==> config.mk <==
export PLATFORM = sky130hd
export DESIGN_NAME = roberto_tx_serial
export DESIGN_NICKNAME = d
export VERILOG_FILES = /design/src/rtl/roberto_tx_serial.sv
export SDC_FILE = /design/constraint.sdc
export NUM_CORES = 1
export LEC_CHECK = 0
export ABC_AREA = 1
export BUFFER_PORTS_ARGS = -buffer_cell sky130_fd_sc_hd__buf_2
export CELL_PAD_IN_SITES_DETAIL_PLACEMENT = 0
export CELL_PAD_IN_SITES_GLOBAL_PLACEMENT = 1
export CORE_MARGIN = 2
export CORE_UTILIZATION = 38
export DETAILED_ROUTE_END_ITERATION = 10
export PLACE_DENSITY_LB_ADDON = 0.1
export SYNTH_ARGS = -nofsm -noshare
export SYNTH_HDL_FRONTEND = slang
export SYNTH_SLANG_ARGS = --single-unit
==> constraint.sdc <==
create_clock -name clock -period 4.25 [get_ports clock]
set_clock_uncertainty 0.05 [all_clocks]
set_input_delay 0.85 -clock clock [delete_from_list [all_inputs] [get_ports clock]]
set_output_delay 0.85 -clock clock [all_outputs]
set_load 0.005 [all_outputs]
==> src/rtl/roberto_tx_serial.sv <==
// rtl/roberto_tx_serial.sv - ASCII byte formatter and 8N1 UART transmitter for the Roberto report flow
module roberto_tx_serial #(
    parameter int BAUD_DIV = 434
) (
    input  logic        clock,
    input  logic        reset,
    input  logic        partida,
    input  logic [11:0] medida0,
    input  logic [11:0] medida1,
    input  logic [11:0] medida2,
    input  logic [1:0]  sel_sensor,
    input  logic [1:0]  sel_byte,
    output logic        saida_serial,
    output logic        pronto,
    output logic [7:0]  db_byte,
    output logic [3:0]  db_estado
);

    localparam int BW = (BAUD_DIV > 1) ? $clog2(BAUD_DIV) : 1;
    localparam logic [BW-1:0] BAUD_LAST = BW'(BAUD_DIV - 1);

    typedef enum logic [2:0] {
        S_IDLE  = 3'd0,
        S_LOAD  = 3'd1,
        S_START = 3'd2,
        S_DATA  = 3'd3,
        S_STOP  = 3'd4,
        S_FINAL = 3'd5
    } state_t;

    state_t          state_q;
    logic [BW-1:0]   baud_q;
    logic [2:0]      bit_q;
    logic [7:0]      shift_q;
    logic [7:0]      byte_q;
    logic            saida_q;
    logic            pronto_q;

    logic [11:0]     medida_sel;
    logic [3:0]      digit;
    logic [7:0]      byte_d;
    logic            baud_end;

    // Selected measurement and its ASCII rendering; only consumed in LOAD.
    always_comb begin
        medida_sel = 12'h000;
        case (sel_sensor)
            2'd0:    medida_sel = medida0;
            2'd1:    medida_sel = medida1;
            2'd2:    medida_sel = medida2;
            default: medida_sel = 12'h000;
        endcase
        digit = 4'h0;
        case (sel_byte)
            2'd0:    digit = medida_sel[11:8];
            2'd1:    digit = medida_sel[7:4];
            default: digit = medida_sel[3:0];
        endcase
        byte_d = 8'h30 + {4'h0, digit};
        if (sel_byte == 2'd3) begin
            byte_d = 8'h23;
        end else if (sel_sensor == 2'd3 || digit > 4'd9) begin
            byte_d = 8'h3F;
        end
    end

    assign baud_end = (baud_q == BAUD_LAST);

    always_ff @(posedge clock) begin
        if (reset) begin
            state_q  <= S_IDLE;
            baud_q   <= '0;
            bit_q    <= 3'd0;
            shift_q  <= 8'h00;
            byte_q   <= 8'h00;
            saida_q  <= 1'b1;
            pronto_q <= 1'b0;
        end else begin
            case (state_q)
                S_IDLE: begin
                    saida_q  <= 1'b1;
                    pronto_q <= 1'b0;
                    if (partida) begin
                        state_q <= S_LOAD;
                    end
                end
                S_LOAD: begin
                    shift_q <= byte_d;
                    byte_q  <= byte_d;
                    baud_q  <= '0;
                    bit_q   <= 3'd0;
                    saida_q <= 1'b0;
                    state_q <= S_START;
                end
                S_START: begin
                    if (baud_end) begin
                        baud_q  <= '0;
                        saida_q <= shift_q[0];
                        state_q <= S_DATA;
                    end else begin
                        baud_q <= baud_q + 1'b1;
                    end
                end
                S_DATA: begin
                    if (baud_end) begin
                        baud_q <= '0;
                        if (bit_q == 3'd7) begin
                            saida_q <= 1'b1;
                            state_q <= S_STOP;
                        end else begin
                            // Line is registered, so present the next bit as the shift advances.
                            bit_q   <= bit_q + 3'd1;
                            saida_q <= shift_q[1];
                            shift_q <= {1'b0, shift_q[7:1]};
                        end
                    end else begin
                        baud_q <= baud_q + 1'b1;
                    end
                end
                S_STOP: begin
                    if (baud_end) begin
                        baud_q   <= '0;
                        pronto_q <= 1'b1;
                        state_q  <= S_FINAL;
                    end else begin
                        baud_q <= baud_q + 1'b1;
                    end
                end
                S_FINAL: begin
                    pronto_q <= 1'b0;
                    state_q  <= S_IDLE;
                end
                default: begin
                    saida_q  <= 1'b1;
                    pronto_q <= 1'b0;
                    state_q  <= S_IDLE;
                end
            endcase
        end
    end

    always_comb begin
        db_estado = 4'hF;
        case (state_q)
            S_IDLE:  db_estado = 4'h0;
            S_LOAD:  db_estado = 4'h1;
            S_START: db_estado = 4'h2;
            S_DATA:  db_estado = 4'h3;
            S_STOP:  db_estado = 4'h4;
            S_FINAL: db_estado = 4'h5;
            default: db_estado = 4'hF;
        endcase
    end

    assign saida_serial = saida_q;
    assign pronto       = pronto_q;
    assign db_byte      = byte_q;

endmodule

* Word-level counts from Yosys, hierarchy flattened
Index checks and enable logic that the tools add are counted.
Storage, ports and cells: bits in latches 0, word-level logic and storage cells 69, memory bits (writable) 0, output and inout port bits 14, ROM bits 0, bits of input ports 43, memories kept 0, flip-flop bits (word level) 33
Operators by class: multiplexer cells 25, shifts and indexed selects 0, eq/ne operators 18, bitwise operators 2, divide/modulo/power cells 0, reduce and logical (&&, ||, !) cells 13, multiply operators 0, add/sub/neg operators 3, magnitude comparators 1
Operators with widths (number):
- one-hot mux 12 bit (3 select lines) | 1
- one-hot mux 4 bit (6 select lines) | 1
- 2-to-1 mux 3 bit | 7
- one-hot mux 9 bit (2 select lines) | 1
- 2-to-1 mux 8 bit | 2
- one-hot mux 8 bit (2 select lines) | 1
- one-hot mux 3 bit (5 select lines) | 1
- 2-to-1 mux 7 bit | 2
- != test 2 bit, second input constant | 6
- adder 9 x 1 -> 9 bit, second input constant | 1
- equality test 3 bit, second input constant | 3
- equality test 9 bit, second input constant | 1
- 2-to-1 mux 9 bit | 1
- one-hot mux 4 bit (2 select lines) | 1
- adder 6 x 4 -> 7 bit, first input constant | 1
- equality test 2 bit, second input constant | 3
- equality test 3 x 2 -> 1 bit, second input constant | 2
- one-hot mux 3 bit (2 select lines) | 1
- AND reduction 3 bit | 2
- OR reduction 3 bit | 2
- AND reduction 5 bit | 1
- equality test 2 x 1 -> 1 bit, second input constant | 2
- greater-than comparator 4 bit, second input constant | 1
- zero test 2 bit | 2
- 11 further kinds | 16

* Depth between registers and ports, before layout
Gate-level depths: netlist of run 1.
depth after elaboration 8, mapped depth 14, depth with buffers taken out 13

* Least setup slack after synthesis of run 1
Ideal clock, no wire load.
path kind input to register, start point input port sel_sensor[0], end point register byte_q[0], in the netlist db_byte[0], buffers on the path 2, cell stages on the path 13, data arrival time 1946 ps, setup slack 2140 ps, path through buf_2 nor2_1 buf_2 a21oi_1 nand2_1 nand2_1 nand2_1 nand2_1 nand3_1 nand2_1 nand3_1 o21bai_1 inv_1
On the way: longest elaborated chain between the ends 7, elaborated cells between the ends (all ways) 11, classes of those cells 1 x add/sub; 1 x order compare; 3 x eq/ne; 4 x mux; 2 x reduce/logical
RTL lines:
- start: declaration | line 11 | input logic [1:0] sel_sensor,
- branches (longest 5 deep; another with adder 6 x 4 -> 7 bit)
- 2-to-1 mux 7 bit (*) | line 62 | end else if (sel_sensor == 2'd3 || digit > 4'd9) begin
- 2-to-1 mux 7 bit (*) | line 60 | if (sel_byte == 2'd3) begin
- end signal: assignment | line 89 | byte_q <= byte_d;
- end: declaration | line 35 | logic [7:0] byte_q;
Every way passes the cells marked *. A chain may end at the register's enable or synchronous reset.

* Worst setup path in the final report of run 1
start point input port sel_sensor[1], end point register shift_q[0]
On the way: longest elaborated chain between the ends 8, elaborated cells between the ends (all ways) 12, classes of those cells 1 x add/sub; 1 x order compare; 3 x eq/ne; 5 x mux; 2 x reduce/logical
RTL lines:
- branches (longest 5 deep; another with adder 6 x 4 -> 7 bit)
- 2-to-1 mux 7 bit (*) | line 62
- 2-to-1 mux 7 bit (*) | line 60
- one-hot mux 8 bit (2 select lines) (*) | line 79 | case (state_q)
- end signal: assignment | line 88 | shift_q <= byte_d;
- end signal: assignment | line 114 | shift_q <= {1'b0, shift_q[7:1]};
- end: declaration | line 34 | logic [7:0] shift_q;
Marks and branches as above.

==> flow_summary.yaml, run 1 <==
timing:
  rsz0062_at_grt: "false"
  fmax_mhz: 455
  drv_slew: 0
  setup_violations: 0
  layout_setup_ws_ns: 2.05
  worst_hold_slack_ns: 0.411
  tightest_slew_ns: 0.615
  hold_viol: 0
  relSlewSlack: 0.589
  timing.final.crit_share: 0.517
  finalSetupTns_ns: 0
  fin_crit_ns: 2.20
route:
  drt.antenna.violating_nets: 0
  drc: 0
  dr.pass1.iters: 4
  routed_wire_length_per_instance_um: 11.3
  vias: 1849
  drt_iter0_markers: 55
  avgViaCountPerCell: 4.73
  routed_wl_mm: 4.43
floorplanning:
  die_h_um: 73.8
  die_x_um: 73.8
  core_area_sq_mm: 0.00472
  die-area_sq_mm: 0.00544
  num_rows: 25
  initial_core_util: 0.392
  pin_count: 57
critical_path:
  crit_type: "input port to register"
  end_kind: "register"
  critPathSlowestCell: "nor2_1"
  cpPeakStageDelay_ns: 0.50
  cp_top_family: "simple AND/OR/NAND/NOR gates"
  critPathBufInv: 1
  crit_cells: 12
  reg2reg_depth: 7
  start_kind: "input port"
  crit_fanout: 11
  crit_arrival_ns: 2.36
  crit_required_ns: 4.41
  path_cells: "buf_2 -> nor2_1 -> a21oi_1 -> nand2_1 -> nand2_1 -> nand2_1 -> nand2_1 -> nand3_1 -> nand2_1 -> nand3_1 -> nand2_1 -> a21oi_1"
  cpMostUsedCell: "nand2_1"
global_routing:
  grt_max_degree: 16
  overflow: 0
  grt_usage: 0.184
  grt_pass1_wl_mm: 7.82
  grt_pass1_vias: 1809
  antenna_found_initial: 0
synthesis:
  synth_area_leaders: "dfxtp_1, nand2_1, nand3_1"
  ys.flop_type: "dfxtp_1"
  postSynthCellCount: 270
  synthArstFlopShare: 0
  synth.most_common_cell: "nand2_1"
  synth.largest_area_cell: "dfxtp_1"
  ys_top_cells_by_count: "nand2_1, dfxtp_1, inv_1"
  synth_top_area_share: 0.314
  netlist_area_sq_mm: 0.00185
  synth_cell_types: 38
  ys_ff_latch: 29
  avgSynthCellArea_sq_um: 6.85
  yosys_warnings: 0
  synth_edf_count: 0
  yosysSeqAreaShare: 0.314
layout:
  diodes: 0
  fin_util: 0.475
  drive_gt1_frac: 0.275
  nets: 370
  area_growth_pct: 21.4
  num-fill-cells: 495
clock_tree:
  cts_hold_buffers: 0
  root_buffer: "clkbuf_8"
  cts.sinks: 29
  cts_buffer_depth: 2
  clkTransAtPathRegs_ns: 0.06
  postCtsSetupBuffers: 0
  ctsResizeCount: 0
  htree_levels: 2
  cts_made_buffers: 5
  insertion_delay_ns: 0.28
  cts_tree: "built"
outcome:
  status: "finished, final reports clean"
power_and_ir_drop:
  power.switching_mw: 0.525
  p_int_mw: 0.672
  swShare: 0.438
  ir_drop_uv: 180
  clkPwrFrac: 0.180
  seqPwrFrac: 0.341
  p_leak_nw: 1.08
  power_density_mw_per_mm2: 533
  power_frac_comb: 0.479
job:
  drv_cap: 0
placed_design:
  port_buffers: 54
  pre_cts_slack_ns: 1.76
  gp_congestion: 0.786
  hpwl_mm: 3.44
worst_hold_path:
  hold_path_class: "register to register"
  min_path_cells: 2
## tightest hold or removal path, cell delays in order (launching register included)
cell and delay (ns):
dfxtp_1 0.31, nand2_1 0.06, a21oi_1 0.05
## through the flow
stage | std cells | total power [mW] | cell area (sq um)
6_report | 391 | 1.20 | 2250
5_1_grt | 391 | 1.31 | 2250
4_1_cts | 391 | 1.21 | 2250
3_5_place_dp | 383 | 0.991 | 2160
3_3_place_gp | 383 | 0.992 | 2160
2_1_floorplan | 271 | 0.840 | 1850
## flip-flops by register name, summed over array words and instances, names as in the netlist
| register | count |
|---|---|
| db_byte | 6 |
| baud_q | 9 |
| pronto | 1 |
| state_q | 3 |
| bit_q | 3 |
| shift_q | 6 |
| saida_serial | 1 |
## metal layers
layer	vias up	track usage	share of wire	wire length, um
li1	999	-	-	-
met1	792	0.235	0.48	2130
met2	56	0.295	0.45	2010
met3	2	0.0439	0.057	254
met4	0	0.0747	0.0090	40
met5	-	0	0	0
## cell families (layout without fill, tap and decap cells)
| family | Yosys count | after routing | share of synthesized area |
|---|---|---|---|
| xor gates and xnor gates | 1 | 1 | 0.00473 |
| AOI/OAI and AO/OA | 63 | 63 | 0.201 |
| and+or+nand+nor | 126 | 126 | 0.350 |
| buffers and inverters | 46 | 99 | 0.101 |
| adders and majority gates | 4 | 4 | 0.0270 |
| DFF | 29 | 29 | 0.314 |
| other | 1 | 2 | 0.00203 |
## power groups by stage
stage	clock, mW	combinational, mW	sequential (mW)
after floorplan	0	0.436	0.404
after global placement	0	0.580	0.412
after detailed placement	0	0.577	0.414
after CTS	0.224	0.579	0.410
after global routing	0.238	0.656	0.421
final	0.215	0.573	0.409
## worst paths after layout
path	slack, ns	to	from
worst max register to register	2.34	bit_q[0]	baud_q[0]
worst min register to register	0.41	shift_q[5]	shift_q[5]
worst max-delay path	2.05	shift_q[0]	sel_sensor[1]
worst min-delay path	0.41	shift_q[5]	shift_q[5]
## layout by cell type (no fill, tap or decap), types with 4 or more instances in the layout
master / netlist / routed
nand2_1: 58 / 58
buf_2: 3 / 54
dfxtp_1: 29 / 29
inv_1: 27 / 27
nand3_1: 24 / 24
a21oi_1: 23 / 23
nor2_1: 16 / 16
o21ai_0: 15 / 15
inv_2: 9 / 9
o21ai_1: 9 / 9
nor2_4: 6 / 6
nand4_1: 6 / 6
clkbuf_8: 0 / 5
nor3_1: 4 / 4
nor2_2: 4 / 4
o21bai_1: 4 / 4
ha_1: 4 / 4
## cell type report
type | count | area, sq um | area share
Clock buffer | 6 | 72.6 | 0.0323
Multi-Input combinational cell | 196 | 1090 | 0.484
Tap cell | 67 | 83.8 | 0.0373
Sequential cell | 29 | 581 | 0.258
Timing Repair Buffer | 54 | 270 | 0.120
Inverter | 37 | 141 | 0.0630
Clock inverter | 2 | 10.0 | 0.00446
Note: power is estimated with default switching activity, not from simulation.
==> inputs of run 2 (changes only) <==
Settings changed: CORE_UTILIZATION 38 to 35.
Clock period 4.25 ns to 2.1 ns, I/O delays scaled along.
==> flow_summary.yaml, run 2 (same netlist as run 1, synthesis figures left out) <==
route:
  avgViaCountPerCell: 4.81
  drt_iter0_markers: 123
  dr.pass1.iters: 4
  drt.antenna.violating_nets: 0
  vias: 1911
  routed_wl_mm: 4.68
  routed_wire_length_per_instance_um: 11.8
  drc: 0
timing:
  timing.final.crit_share: 0.873
  fmax_mhz: 545
  rsz0062_at_grt: "false"
  drv_slew: 0
  setup_violations: 0
  worst_hold_slack_ns: 0.411
  fin_crit_ns: 1.83
  hold_viol: 0
  finalSetupTns_ns: 0
placed_design:
  dp_cells: 389
  gp_congestion: 0.769
  hpwl_mm: 3.66
  port_buffers: 54
layout:
  multi_input_area_sq_mm: 0.00109
  nets: 373
  mostFrequentLayoutCell: "nand2_1"
  largest_reg_flops: 9
  area_growth_pct: 23.8
  drive_gt1_frac: 0.284
  num-fill-cells: 563
  final_cells: 397
  diodes: 0
  final_cell_mix: "nand2_1, buf_2, dfxtp_1"
  fin_util: 0.449
  regArea_sq_um: 581
  top_register: "baud_q"
worst_hold_path:
  hold_start: "db_byte[5]"
  hold_path_class: "register to register"
  holdPathEnd: "db_byte[5]"
  min_path_cells: 1
critical_path:
  worstReg2RegEnd: "bit_q[0]"
  crit_required_ns: 2.22
  crit_type: "register to register"
  crit_fanout: 9
  worstSetupStartpoint: "baud_q[1]"
  crit_arrival_ns: 1.96
  r2r_setup_slack_ns: 0.27
  r2r_start: "baud_q[1]"
  start_kind: "register"
  end_kind: "register"
  reg2reg_depth: 8
clock_tree:
  root_buffer: "clkbuf_8"
  clkTransAtPathRegs_ns: 0.06
  cts.sinks: 29
  ctsResizeCount: 0
  cts_buffer_depth: 2
  cts_hold_buffers: 0
  insertion_delay_ns: 0.28
  postCtsSetupBuffers: 0
  htree_levels: 2
  cts_tree: "built"
  cts_made_buffers: 5
global_routing:
  grt_pass1_wl_mm: 8.01
  use_met1: 0.218
  overflow: 0
  grt_max_degree: 16
  use_met3: 0.0341
  antenna_found_initial: 0
  grt_usage: 0.165
  use_met2: 0.268
  grt_pass1_vias: 1807
  busiest_layer: "met2"
floorplanning:
  die-area_sq_mm: 0.00589
  die_x_um: 76.7
  pin_count: 57
  initial_core_util: 0.362
  core_area_sq_mm: 0.00511
  num_rows: 26
  die_h_um: 76.7
job:
  drv_cap: 0
power_and_ir_drop:
  p_leak_nw: 1.10
  power_density_mw_per_mm2: 1110
  ir_drop_uv: 561
outcome:
  status: "finished, final reports clean"
## run 2: metal layers
| metal | vias up | share of wire |
|---|---|---|
| li1 | 1008 | - |
| met1 | 839 | 0.47 |
| met2 | 58 | 0.46 |
| met3 | 6 | 0.055 |
| met4 | 0 | 0.013 |
| met5 | - | 0 |
## run 2: layout make-up
cell class / count / share of cell area
Clock buffer: 7 / 0.0421
Clock inverter: 1 / 0.00218
Inverter: 37 / 0.0617
Multi-Input combinational cell: 196 / 0.475
Sequential cell: 29 / 0.253
Tap cell: 70 / 0.0382
Timing Repair Buffer: 57 / 0.128
## run 2: where the power goes
group | internal [mW] | switching (mW) | total, mW
Clock | 0.296 | 0.218 | 0.514
Sequential | 0.699 | 0.121 | 0.820
Combinational | 0.454 | 0.749 | 1.20
Total | 1.45 | 1.09 | 2.54
## run 2: stage by stage
stage          cell area, sq um  total power [mW]  worst slack (ns)
2_1_floorplan              1850              1.70             0.420
3_3_place_gp               2190              2.05             0.200
3_5_place_dp               2190              2.04             0.218
4_1_cts                    2290              2.56             0.264
5_1_grt                    2290              2.76             0.136
6_report                   2290              2.54             0.266
## run 2: worst max path at each step
stage	to	slack, ns	cells after the start
after floorplan	db_byte[0]	0.42	13
after global placement	db_byte[0]	0.20	13
after detailed placement	db_byte[0]	0.22	13
after CTS	bit_q[0]	0.26	8
after global routing	bit_q[0]	0.14	8
final	bit_q[0]	0.27	8
## run 2: worst max-delay path, stage by stage, from the launching register on
cell and delay, ns:
dfxtp_1 0.33, inv_1 0.07, ha_1 0.14, nand4_1 0.15
nor4_4 0.38, nor2_4 0.07, nor3_4 0.30, o21ai_1 0.12
o211a_1 0.12
